[src/rtl/riscv_ctrl_pkg.sv]
// Shared encodings for the multicycle RV32I control unit: FSM states, opcodes,
// ALUOp and ResultSrc selections.
package riscv_ctrl_pkg;

  typedef enum logic [3:0] {
    S_FETCH,
    S_DECODE,
    S_MEMADR,
    S_MEMREAD,
    S_MEMWRITE,
    S_MEMWB,
    S_EXECR,
    S_EXECI,
    S_ALUWB,
    S_BRANCH,
    S_JAL,
    S_IOOP,
    S_TRAP
  } state_t;

  localparam logic [6:0] OP_LW  = 7'b0000011;
  localparam logic [6:0] OP_SW  = 7'b0100011;
  localparam logic [6:0] OP_R   = 7'b0110011;
  localparam logic [6:0] OP_I   = 7'b0010011;
  localparam logic [6:0] OP_BEQ = 7'b1100011;
  localparam logic [6:0] OP_JAL = 7'b1101111;
  localparam logic [6:0] OP_IO  = 7'b0001011;

  localparam logic [1:0] ALUOP_ADD   = 2'b00;
  localparam logic [1:0] ALUOP_SUB   = 2'b01;
  localparam logic [1:0] ALUOP_FUNCT = 2'b10;

  localparam logic [1:0] RES_ALUOUT    = 2'b00;
  localparam logic [1:0] RES_DATA      = 2'b01;
  localparam logic [1:0] RES_ALURESULT = 2'b10;

endpackage

[src/rtl/aludec.sv]
// ALU operation decoder: maps ALUOp plus instruction fields onto the ALU control code.
module aludec
  import riscv_ctrl_pkg::*;
(
  input  logic       op5,
  input  logic [2:0] funct3,
  input  logic       funct7b5,
  input  logic [1:0] alu_op,
  output logic [2:0] alu_control
);

  always_comb begin
    alu_control = 3'b000;
    case (alu_op)
      ALUOP_ADD: alu_control = 3'b000;
      ALUOP_SUB: alu_control = 3'b001;
      ALUOP_FUNCT: begin
        case (funct3)
          3'b000:  alu_control = (op5 & funct7b5) ? 3'b001 : 3'b000;
          3'b010:  alu_control = 3'b101;
          3'b110:  alu_control = 3'b011;
          3'b111:  alu_control = 3'b010;
          default: alu_control = 3'b000;
        endcase
      end
      default: alu_control = 3'b000;
    endcase
  end

endmodule

[src/rtl/multicycle_controller.sv]
// Multicycle RV32I control FSM: sequences fetch/decode/execute through a shared
// memory port and ALU, with memory-ready stalls, an IO opcode and illegal trapping.
//
// state    | meaning
// FETCH    | read instruction at PC, PC <= PC+4 when memory ready
// DECODE   | compute branch target, dispatch on opcode
// MEMADR   | rs1 + imm for load/store
// MEMREAD  | load data read, waits for memory ready
// MEMWRITE | store strobe, held until memory ready
// MEMWB    | load data written to rd
// EXECR    | register-register ALU op
// EXECI    | register-immediate ALU op
// ALUWB    | ALU result written to rd
// BRANCH   | compare, PC <= target when taken
// JAL      | PC <= target, PC+4 computed for rd
// IOOP     | single-cycle IO strobe
// TRAP     | illegal opcode, parked until reset
module multicycle_controller
  import riscv_ctrl_pkg::*;
#(
  parameter bit MEM_WAIT_EN = 1'b1,
  parameter bit IO_EN       = 1'b1,
  parameter bit BNE_EN      = 1'b1
) (
  input  logic       clk,
  input  logic       reset_n,
  input  logic [6:0] op,
  input  logic [2:0] funct3,
  input  logic       funct7b5,
  input  logic       Zero,
  input  logic       mem_ready,
  output logic       PCWrite,
  output logic       AdrSrc,
  output logic       MemWrite,
  output logic       IRWrite,
  output logic [1:0] ResultSrc,
  output logic [1:0] ALUSrcA,
  output logic [1:0] ALUSrcB,
  output logic       RegWrite,
  output logic [1:0] ImmSrc,
  output logic [2:0] ALUControl,
  output logic       IO,
  output logic       nop,
  output logic       illegal
);

  state_t     state, state_nxt;
  logic       rdy, taken;
  logic [1:0] alu_op;
  logic       pc_w, mem_w, ir_w, reg_w, io_s;

  assign rdy   = mem_ready | ~MEM_WAIT_EN;
  assign taken = BNE_EN ? (funct3[0] ^ Zero) : Zero;

  always_ff @(posedge clk or negedge reset_n) begin
    if (!reset_n) state <= S_FETCH;
    else          state <= state_nxt;
  end

  always_comb begin
    state_nxt = state;
    case (state)
      S_FETCH:    if (rdy) state_nxt = S_DECODE;
      S_DECODE: begin
        case (op)
          OP_LW, OP_SW: state_nxt = S_MEMADR;
          OP_R:         state_nxt = S_EXECR;
          OP_I:         state_nxt = S_EXECI;
          OP_BEQ:       state_nxt = S_BRANCH;
          OP_JAL:       state_nxt = S_JAL;
          OP_IO:        state_nxt = IO_EN ? S_IOOP : S_TRAP;
          7'd0:         state_nxt = S_FETCH;
          default:      state_nxt = S_TRAP;
        endcase
      end
      S_MEMADR:   state_nxt = (op == OP_LW) ? S_MEMREAD : S_MEMWRITE;
      S_MEMREAD:  if (rdy) state_nxt = S_MEMWB;
      S_MEMWRITE: if (rdy) state_nxt = S_FETCH;
      S_MEMWB:    state_nxt = S_FETCH;
      S_EXECR:    state_nxt = S_ALUWB;
      S_EXECI:    state_nxt = S_ALUWB;
      S_ALUWB:    state_nxt = S_FETCH;
      S_BRANCH:   state_nxt = S_FETCH;
      S_JAL:      state_nxt = S_ALUWB;
      S_IOOP:     state_nxt = S_FETCH;
      S_TRAP:     state_nxt = S_TRAP;
      default:    state_nxt = S_FETCH;
    endcase
  end

  always_comb begin
    pc_w      = 1'b0;
    mem_w     = 1'b0;
    ir_w      = 1'b0;
    reg_w     = 1'b0;
    io_s      = 1'b0;
    AdrSrc    = 1'b0;
    ResultSrc = RES_ALUOUT;
    ALUSrcA   = 2'b00;
    ALUSrcB   = 2'b00;
    alu_op    = ALUOP_ADD;
    case (state)
      S_FETCH: begin
        ALUSrcB   = 2'b10;
        ResultSrc = RES_ALURESULT;
        ir_w      = rdy;
        pc_w      = rdy;
      end
      S_DECODE: begin
        ALUSrcA = 2'b01;
        ALUSrcB = 2'b01;
      end
      S_MEMADR: begin
        ALUSrcA = 2'b10;
        ALUSrcB = 2'b01;
      end
      S_MEMREAD:  AdrSrc = 1'b1;
      S_MEMWRITE: begin
        AdrSrc = 1'b1;
        mem_w  = 1'b1;
      end
      S_MEMWB: begin
        ResultSrc = RES_DATA;
        reg_w     = 1'b1;
      end
      S_EXECR: begin
        ALUSrcA = 2'b10;
        alu_op  = ALUOP_FUNCT;
      end
      S_EXECI: begin
        ALUSrcA = 2'b10;
        ALUSrcB = 2'b01;
        alu_op  = ALUOP_FUNCT;
      end
      S_ALUWB:  reg_w = 1'b1;
      S_BRANCH: begin
        ALUSrcA = 2'b10;
        alu_op  = ALUOP_SUB;
        pc_w    = taken;
      end
      S_JAL: begin
        ALUSrcA = 2'b01;
        ALUSrcB = 2'b10;
        pc_w    = 1'b1;
      end
      S_IOOP:  io_s = 1'b1;
      default: ;
    endcase
  end

  // Enables are gated by reset_n so nothing can write while reset is held low.
  assign PCWrite  = pc_w  & reset_n;
  assign MemWrite = mem_w & reset_n;
  assign IRWrite  = ir_w  & reset_n;
  assign RegWrite = reg_w & reset_n;
  assign IO       = io_s  & reset_n;
  assign nop      = (state == S_DECODE) && (op == 7'd0);
  assign illegal  = (state == S_TRAP);

  always_comb begin
    case (op)
      OP_SW:   ImmSrc = 2'b01;
      OP_BEQ:  ImmSrc = 2'b10;
      OP_JAL:  ImmSrc = 2'b11;
      default: ImmSrc = 2'b00;
    endcase
  end

  aludec u_aludec (
    .op5        (op[5]),
    .funct3     (funct3),
    .funct7b5   (funct7b5),
    .alu_op     (alu_op),
    .alu_control(ALUControl)
  );

endmodule
[config.mk]
export PLATFORM = sky130hd
export DESIGN_NAME = multicycle_controller
export DESIGN_NICKNAME = d
export VERILOG_FILES = /design/src/rtl/riscv_ctrl_pkg.sv /design/src/rtl/aludec.sv /design/src/rtl/multicycle_controller.sv
export SDC_FILE = /design/constraint.sdc
export NUM_CORES = 1
export LEC_CHECK = 0
export BUFFER_PORTS_ARGS = -buffer_cell sky130_fd_sc_hd__buf_2
export CORE_MARGIN = 10
export CORE_UTILIZATION = 47
export CTS_CLUSTER_DIAMETER = 150
export DETAILED_ROUTE_END_ITERATION = 8
export PLACE_DENSITY = 0.79
export SYNTH_ARGS = -nofsm -noshare
export SYNTH_HDL_FRONTEND = slang
export SYNTH_SLANG_ARGS = --single-unit
[constraint.sdc]
create_clock -name clk -period 3.3 [get_ports clk]
set_clock_uncertainty 0.1 [all_clocks]
set_input_delay 0.825 -clock clk [delete_from_list [all_inputs] [get_ports clk]]
set_output_delay 0.825 -clock clk [all_outputs]
set_load 0.05 [all_outputs]
Word-level counts from Yosys, hierarchy flattened --
Index checks and enable logic that the tools add are counted.
Word-level totals: register bits after elaboration 4, input bits 15, output and inout bits 19, logic and storage cells 69
Operators by class: eq/ne operators 27, muxes and demuxes 20, bitwise operators 7, reduce and logical (&&, ||, !) cells 14
Operators with widths (count):
- one-hot mux 4 bit (7 select lines) | 2
- == test 4 bit, second input constant | 5
- == test 4 x 3 -> 1 bit, second input constant | 4
- one-hot mux 2 bit (2 select lines) | 4
- == test 7 x 6 -> 1 bit, second input constant | 2
- == test 7 bit, second input constant | 2
- two-way mux 4 bit | 3
- one-hot mux 3 bit (4 select lines) | 1
- OR reduction 2 bit | 6
- == test 4 x 2 -> 1 bit, second input constant | 2
- == test 7 x 2 -> 1 bit, second input constant | 1
- == test 7 x 4 -> 1 bit, second input constant | 1
- == test 7 x 5 -> 1 bit, second input constant | 1
- logical NOT 7 bit | 1
- AND 1 bit | 6
- == test 3 bit, second input constant | 2
- two-way mux 1 bit | 6
- inequality test 2 bit, second input constant | 3
- one-hot mux 2 bit (3 select lines) | 1
- one-hot mux 3 bit (2 select lines) | 1
- OR reduction 3 bit | 2
- == test 4 x 1 -> 1 bit, second input constant | 1
- logical NOT 4 bit | 1
- OR reduction 4 bit | 1
- 9 further kinds | 9

Logic depth before layout (Yosys ltp) --
Gate-level depths: netlist of run 1.
depth in word-level cells 5, depth in mapped cells 7, gate-level depth less buffers 6

Cells and area by module --
From an unflattened synthesis of run 1, not the netlist that was laid out.
Unflattened totals: cell total of the unflattened synthesis 115, area total of the unflattened synthesis 810.8 µm²
Modules (own cells, without submodules):
- multicycle_controller | instances 1, cells each 104, area each 714.4 µm², sequential area each 100.1 µm²
- aludec | instances 1, cells each 11, area each 96.3 µm², sequential area each 0.0 µm²

Least setup slack after synthesis of run 1 --
Ideal clock, no wire load.
kind input to output, start input op[2], end output ImmSrc[0], data arrival time 3.026 ns, data required time 2.375 ns, setup slack -0.651 ns, stages 4, path buffers 1, cell sequence buf_2 nor3_1 nor2_1 nor4b_1
On the way: word-level cells in the longest chain between the ends 2, elaborated cells on any way between the ends 4, classes of those cells eq/ne: 3; mux: 1
Ends and longest elaborated chain:
- from (decl) | line multicycle_controller.sv:27 | input logic [6:0] op,
- == test 7 bit or == test 7 x 6 -> 1 bit (tied branches) | line multicycle_controller.sv:161 | case (op)
- one-hot mux 2 bit (3 select lines) (*) | line multicycle_controller.sv:161
- to (decl) | line multicycle_controller.sv:40 | output logic [1:0] ImmSrc,
Mark *: on every way between the ends. The rest lies on a longest branch, timed or not.

Final worst setup path of run 1 --
start input op[5], end output nop
On the way: word-level cells in the longest chain between the ends 2
Ends and longest elaborated chain:
- logical NOT 7 bit | line multicycle_controller.sv:157 | assign nop = (state == S_DECODE) && (op == 7'd0);
- logical AND 1 bit | line multicycle_controller.sv:157
- to (decl) | line multicycle_controller.sv:43 | output logic nop,
Every way passes these cells.

==> results.sh, run 1 <==
export IMPL_finalCritPeriodShare_pct=96.70
export IMPL_post_synth_top_count_cell="nor2_1"
export IMPL_p_sw_uw=436.1
export IMPL_synth_top_area_share_pct=12.40
export IMPL_p_int_uw=279.8
export IMPL_synth_flop_cell="dfrtp_1"
export IMPL_synth_top_family_by_area="simple AND/OR/NAND/NOR gates"
export IMPL_postCtsHoldBufs=0
export IMPL_regMostFlops="state"
export IMPL_register_area_um2=100.1
export IMPL_clk_pin_slew_worst_paths_ps=40
export IMPL_seqPwrFrac_pct=13.4
export IMPL_crit_chain="buf_2 -> or4_4 -> or4_4 -> nor2_2 -> buf_2"
export IMPL_critPathArrivalTime_ps=2270
export IMPL_synth_compound_area_share_pct=22.79
export IMPL_ys_types=42
export IMPL_cap_violations=0
export IMPL_n_fill_cell=130
export IMPL_grt_pass1_vias=968
export IMPL_multi_input_area_um2=641.9
export IMPL_hold_class="input port to asynchronous set/reset pin"
export IMPL_cts_setup_buffers=0
export IMPL_largest_reg_flops=4
export IMPL_path_delay_family="simple AND/OR/NAND/NOR gates"
export IMPL_synth_seq_cells=4
export IMPL_cts_sinks=4
export IMPL_grtUsageTotal_pct=13.63
export IMPL_first_iter_violations=42
export IMPL_ir_drop_v=0.0003203
export IMPL_core_area_mm2=0.001559
export IMPL_cts_resized=0
export IMPL_fin_util_pct=65.97
export IMPL_die_w_um=61.44
export IMPL_relSlewSlack_pct=66.64
export IMPL_grt_max_degree=20
export IMPL_clockRootBuffer="clkbuf_4"
export IMPL_synth_edf_count=0
export IMPL_status="finished, final reports clean"
export IMPL_area_growth_pct=27.44
export IMPL_portBuffers=33
export IMPL_routed_via_count=1015
export IMPL_grt_overflow=0
export IMPL_period_needed_ps=3191
export IMPL_drive_above_1_share_pct=33.76
export IMPL_dieHeight_um=61.44
export IMPL_ys_warnings_count=0
export IMPL_worst_pin_slew_ps=500.4
export IMPL_syn_num_nets=143
export IMPL_drc=0
export IMPL_finalWeightedCongestion=0.8232
export IMPL_clockBufferDepth=2
export IMPL_drt_wl_total_mm=2.422
export IMPL_max_stage_delay_ps=550
export IMPL_reg_top3="state: 4 flops"
export IMPL_synthCells=126
export IMPL_antenna_found_initial=0
export IMPL_synth_mux_area_share_pct=0
export IMPL_p_per_area_mw_per_mm2=696.1
export IMPL_finalSetupTns_ps=0
export IMPL_rsz0062_at_grt="false"
export IMPL_ant_nets=0
export IMPL_synth_async_sr_flop_share_pct=100.0
export IMPL_num_rows=14
export IMPL_cp_max_fo=3
export IMPL_synth_xor_area_share_pct=4.341
export IMPL_slowest_stage="or4_4"
export IMPL_crit_buf_inv=2
export IMPL_layout_setup_ws_ps=108.7
export IMPL_yosys_area_share_simple_pct=47.44
export IMPL_h_tree_depth=1
export IMPL_seq_area_frac_synth_pct=12.40
export IMPL_finalHoldViolations=0
export IMPL_final_nets=176
export IMPL_die_area_mm2=0.003774
export IMPL_io_pins=34
export IMPL_switching_share_pct=60.92
export IMPL_cts_tree="done"
export IMPL_dr_pass1_iters=5
export IMPL_synth_area_um2=807.0
export IMPL_pre_cts_ws_ps=101.4
export IMPL_dp_hpwl_mm=1.937
export IMPL_critPathCaptureType="output port"
export IMPL_cts_buffers=3
export IMPL_p_clk_share_pct=9.2
export IMPL_synth_area_per_cell_um2=6.405
export IMPL_grt_pass1_wl_mm=4.160
export IMPL_p_leak_uw=0.0004841
export IMPL_yosys_top_cells_area="dfrtp_1 12%, nor2_1 7.4%, a21oi_1 5.6%"
export IMPL_setup_viol=0
export IMPL_synth_fa_ha_area_share_pct=3.101
export IMPL_drt_wirelength_per_cell_um=14.00
export IMPL_fmax_mhz=313.4
export IMPL_start_kind="input port"
export IMPL_cp_required_ps=2370
export IMPL_drv_slew=0
export IMPL_clk_latency_ps=250
export IMPL_start_util_pct=51.77
export IMPL_ys_top_cells_by_count="16 x nor2_1, 12 x nand2_1, 9 x a21oi_1, 9 x clkbuf_1, 7 x inv_1"
export IMPL_path_class="input port to output port"
export IMPL_avgViaCountPerCell=5.867
export IMPL_synth_top_area_cell="dfrtp_1"
export IMPL_diodes=0
export IMPL_combPwrFrac_pct=77.4
==> layout make-up <==
cell class / instances / share of cell area [%]
Multi-Input combinational cell: 103 / 62.41
Inverter: 7 / 2.555
Clock buffer: 3 / 2.190
Sequential cell: 4 / 9.732
Timing Repair Buffer: 40 / 21.17
Tap cell: 16 / 1.946
==> power groups by stage <==
stage               logic, uW  registers, uW  clock network, uW
floorplan                 454           70.7                  0
global placement          547           95.4                  0
detailed placement        554           95.4                  0
CTS                       556           96.1               66.1
global route              602            102               69.1
finish                    554           96.2               65.9
==> placed cells by master (no fill, tap or decap), types with 3 or more instances in the layout <==
master	n
o32ai_1	3
a21oi_1	9
a31oi_1	4
nand2b_1	4
and3_1	3
nand2_1	12
nand3_1	3
inv_1	7
xnor2_1	3
dfrtp_1	4
clkbuf_4	3
nor4_1	3
buf_4	7
nor2_1	15
nor2b_1	3
nor3_1	6
o21ai_0	4
buf_2	33
==> through the flow <==
| step | hold WS [ps] | power (uW) | instances | area [um2] |
|---|---|---|---|---|
| 6_report | 293.6 | 715.9 | 173 | 1028 |
| 5_1_grt | 301.9 | 773.3 | 173 | 1028 |
| 4_1_cts | 297.6 | 717.9 | 173 | 1028 |
| 3_5_place_dp | 558.6 | 649.8 | 170 | 1006 |
| 3_3_place_gp | 554.5 | 642.3 | 170 | 1006 |
| 2_1_floorplan | 429.4 | 525.2 | 126 | 822.0 |
==> routing by layer <==
metal	vias to the layer above	wire, um	GRT usage (%)
li1	515	-	-
met1	463	1122	17.89
met2	33	1103	21.01
met3	4	174	4.733
met4	0	21	2.866
met5	-	0	0
==> logic make-up (layout without fill, tap and decap cells) <==
logic type / count (synthesis) / count (layout)
and+or+nand+nor: 69 / 69
AOI/OAI and AO/OA: 28 / 28
xor gates and xnor gates: 4 / 4
buffers and inverters: 19 / 50
adders and majority gates: 2 / 2
DFF: 4 / 4
==> worst paths after layout <==
kind	from	end	slack, ps	cells after the start
min in group clk	state[2]	state[3]	630	3
max reg2reg	state[3]	state[2]	1310	5
max in group asynchronous	reset_n	state[0]	2650	1
max	op[5]	nop	110	5
min reg2reg	state[2]	state[3]	630	3
min	reset_n	state[2]	290	1
No activity file was read; power rests on OpenSTA's default activity.
==> inputs of run 2 (changes only) <==
CORE_MARGIN = 2   (was 10)
==> results.sh, run 2 (synthesis gave the netlist of run 1 again) <==
export IMPL_grt_overflow=0
export IMPL_setup_viol=0
export IMPL_pre_cts_ws_ps=115.5
export IMPL_finalHoldViolations=0
export IMPL_failed_checks="DRC"
export IMPL_finalSetupTns_ps=0
export IMPL_die_area_mm2=0.002064
export IMPL_largest_reg_flops=4
export IMPL_design_area_mm2=0.001028
export IMPL_hold_class="input port to asynchronous set/reset pin"
export IMPL_worst_pin_slew_ps=542.1
export IMPL_antenna_found_initial=0
export IMPL_ir_drop_v=0.0003470
export IMPL_relSlewSlack_pct=63.86
export IMPL_core_area_mm2=0.001559
export IMPL_start_util_pct=51.77
export IMPL_layout_common_cells="33 x buf_2, 15 x nor2_1, 12 x nand2_1"
export IMPL_avgViaCountPerCell=6.145
export IMPL_finalWeightedCongestion=0.8842
export IMPL_fmax_mhz=314.5
export IMPL_num_rows=14
export IMPL_dr_pass1_iters=6
export IMPL_cap_violations=0
export IMPL_dpl_cell_area_mm2=0.001006
export IMPL_finalCritPeriodShare_pct=96.36
export IMPL_final_common_cell="buf_2"
export IMPL_path_class="input port to output port"
export IMPL_reg_top3="state: 4 flops"
export IMPL_status="finished with violations"
export IMPL_grt_max_degree=20
export IMPL_h_tree_depth=1
export IMPL_drt_wl_total_mm=2.486
export IMPL_cts_sinks=4
export IMPL_area_growth_pct=27.44
export IMPL_diodes=0
export IMPL_final_nets=176
export IMPL_io_pins=34
export IMPL_critPathArrivalTime_ps=2250
export IMPL_dieHeight_um=45.44
export IMPL_grt_pass1_wl_mm=3.988
export IMPL_cp_max_fo=3
export IMPL_start_kind="input port"
export IMPL_n_fill_cell=139
export IMPL_timing_rr_start="state[3]"
export IMPL_p_leak_uw=0.0004841
export IMPL_portBuffers=33
export IMPL_die_w_um=45.44
export IMPL_grt_pass1_vias=943
export IMPL_cp_required_ps=2370
export IMPL_postCtsHoldBufs=0
export IMPL_cts_buffers=3
export IMPL_dp_hpwl_mm=1.824
export IMPL_ff2ff_path_depth=5
export IMPL_drive_above_1_share_pct=33.76
export IMPL_drv_slew=0
export IMPL_cts_setup_buffers=0
export IMPL_clk_latency_ps=240
export IMPL_cts_tree="done"
export IMPL_critPathCaptureType="output port"
export IMPL_first_iter_violations=40
export IMPL_routed_via_count=1063
export IMPL_reg2reg_to="state[2]"
export IMPL_drc=1
export IMPL_cts_resized=0
export IMPL_rsz0062_at_grt="false"
export IMPL_clockRootBuffer="clkbuf_4"
export IMPL_grtUsageTotal_pct=26.32
export IMPL_r2r_slack_ps=1250
export IMPL_clockBufferDepth=2
export IMPL_drt_wirelength_per_cell_um=14.37
export IMPL_period_needed_ps=3180
export IMPL_regMostFlops="state"
export IMPL_ant_nets=0
export IMPL_p_per_area_mw_per_mm2=709.7
export IMPL_clk_pin_slew_worst_paths_ps=40
export IMPL_layout_setup_ws_ps=120.3
## run 2: cell counts in the layout (fill, tap and decap cells not counted)
No cell type changed its count.
## run 2: metal layers
layer  share of wire [%]  vias up  GRT usage, %  routed length (um)
met5                   0        -             0                   0
met3                 7.5        9         6.349                 186
met2                  49       69         40.28                1208
li1                    -      519             -                   -
met1                  41      466         32.53                1018
met4                 2.9        0         17.06                  73
## run 2: per-stage QoR
| stage | cells | hold WS [ps] | power, uW | utilization (%) |
|---|---|---|---|---|
| final | 173 | 302.2 | 729.9 | 65.97 |
| after CTS | 173 | 304.5 | 720.8 | 65.97 |
| after global placement | 170 | 553.6 | 637.4 | 64.53 |
| after global routing | 173 | 300.6 | 779.1 | 65.97 |
| after detailed placement | 170 | 556.9 | 651.3 | 64.53 |
| after floorplan | 126 | 429.4 | 525.2 | - |
## run 2: cell type report
| class | count | area [um2] | share of cell area [%] |
|---|---|---|---|
| repair buffers | 40 | 217.7 | 21.17 |
| inverters | 7 | 26.28 | 2.555 |
| clock buffers | 3 | 22.52 | 2.190 |
| well taps | 16 | 20.02 | 1.946 |
| flip-flops and latches | 4 | 100.1 | 9.732 |
| multi-input cells | 103 | 641.9 | 62.41 |
## run 2: worst max-delay path: stages
cell and delay (ps):
buf_2 110, or4_4 540, or4_4 440, nor2_2 80
buf_2 260
## run 2: where the power goes
group	internal [uW]	switching, uW	total [uW]
registers	65.3	33.6	99.0
logic	174	393	567
clock network	40.9	23.3	64.2
## run 2: worst max path at each step
| stage | start | to | slack [ps] |
|---|---|---|---|
| finish | op[5] | nop | 120 |
| global route | op[5] | nop | 80 |
| CTS | op[5] | nop | 120 |
| detailed placement | op[5] | nop | 120 |
| global placement | op[5] | nop | 120 |
| floorplan | mem_ready | IRWrite | 4 |
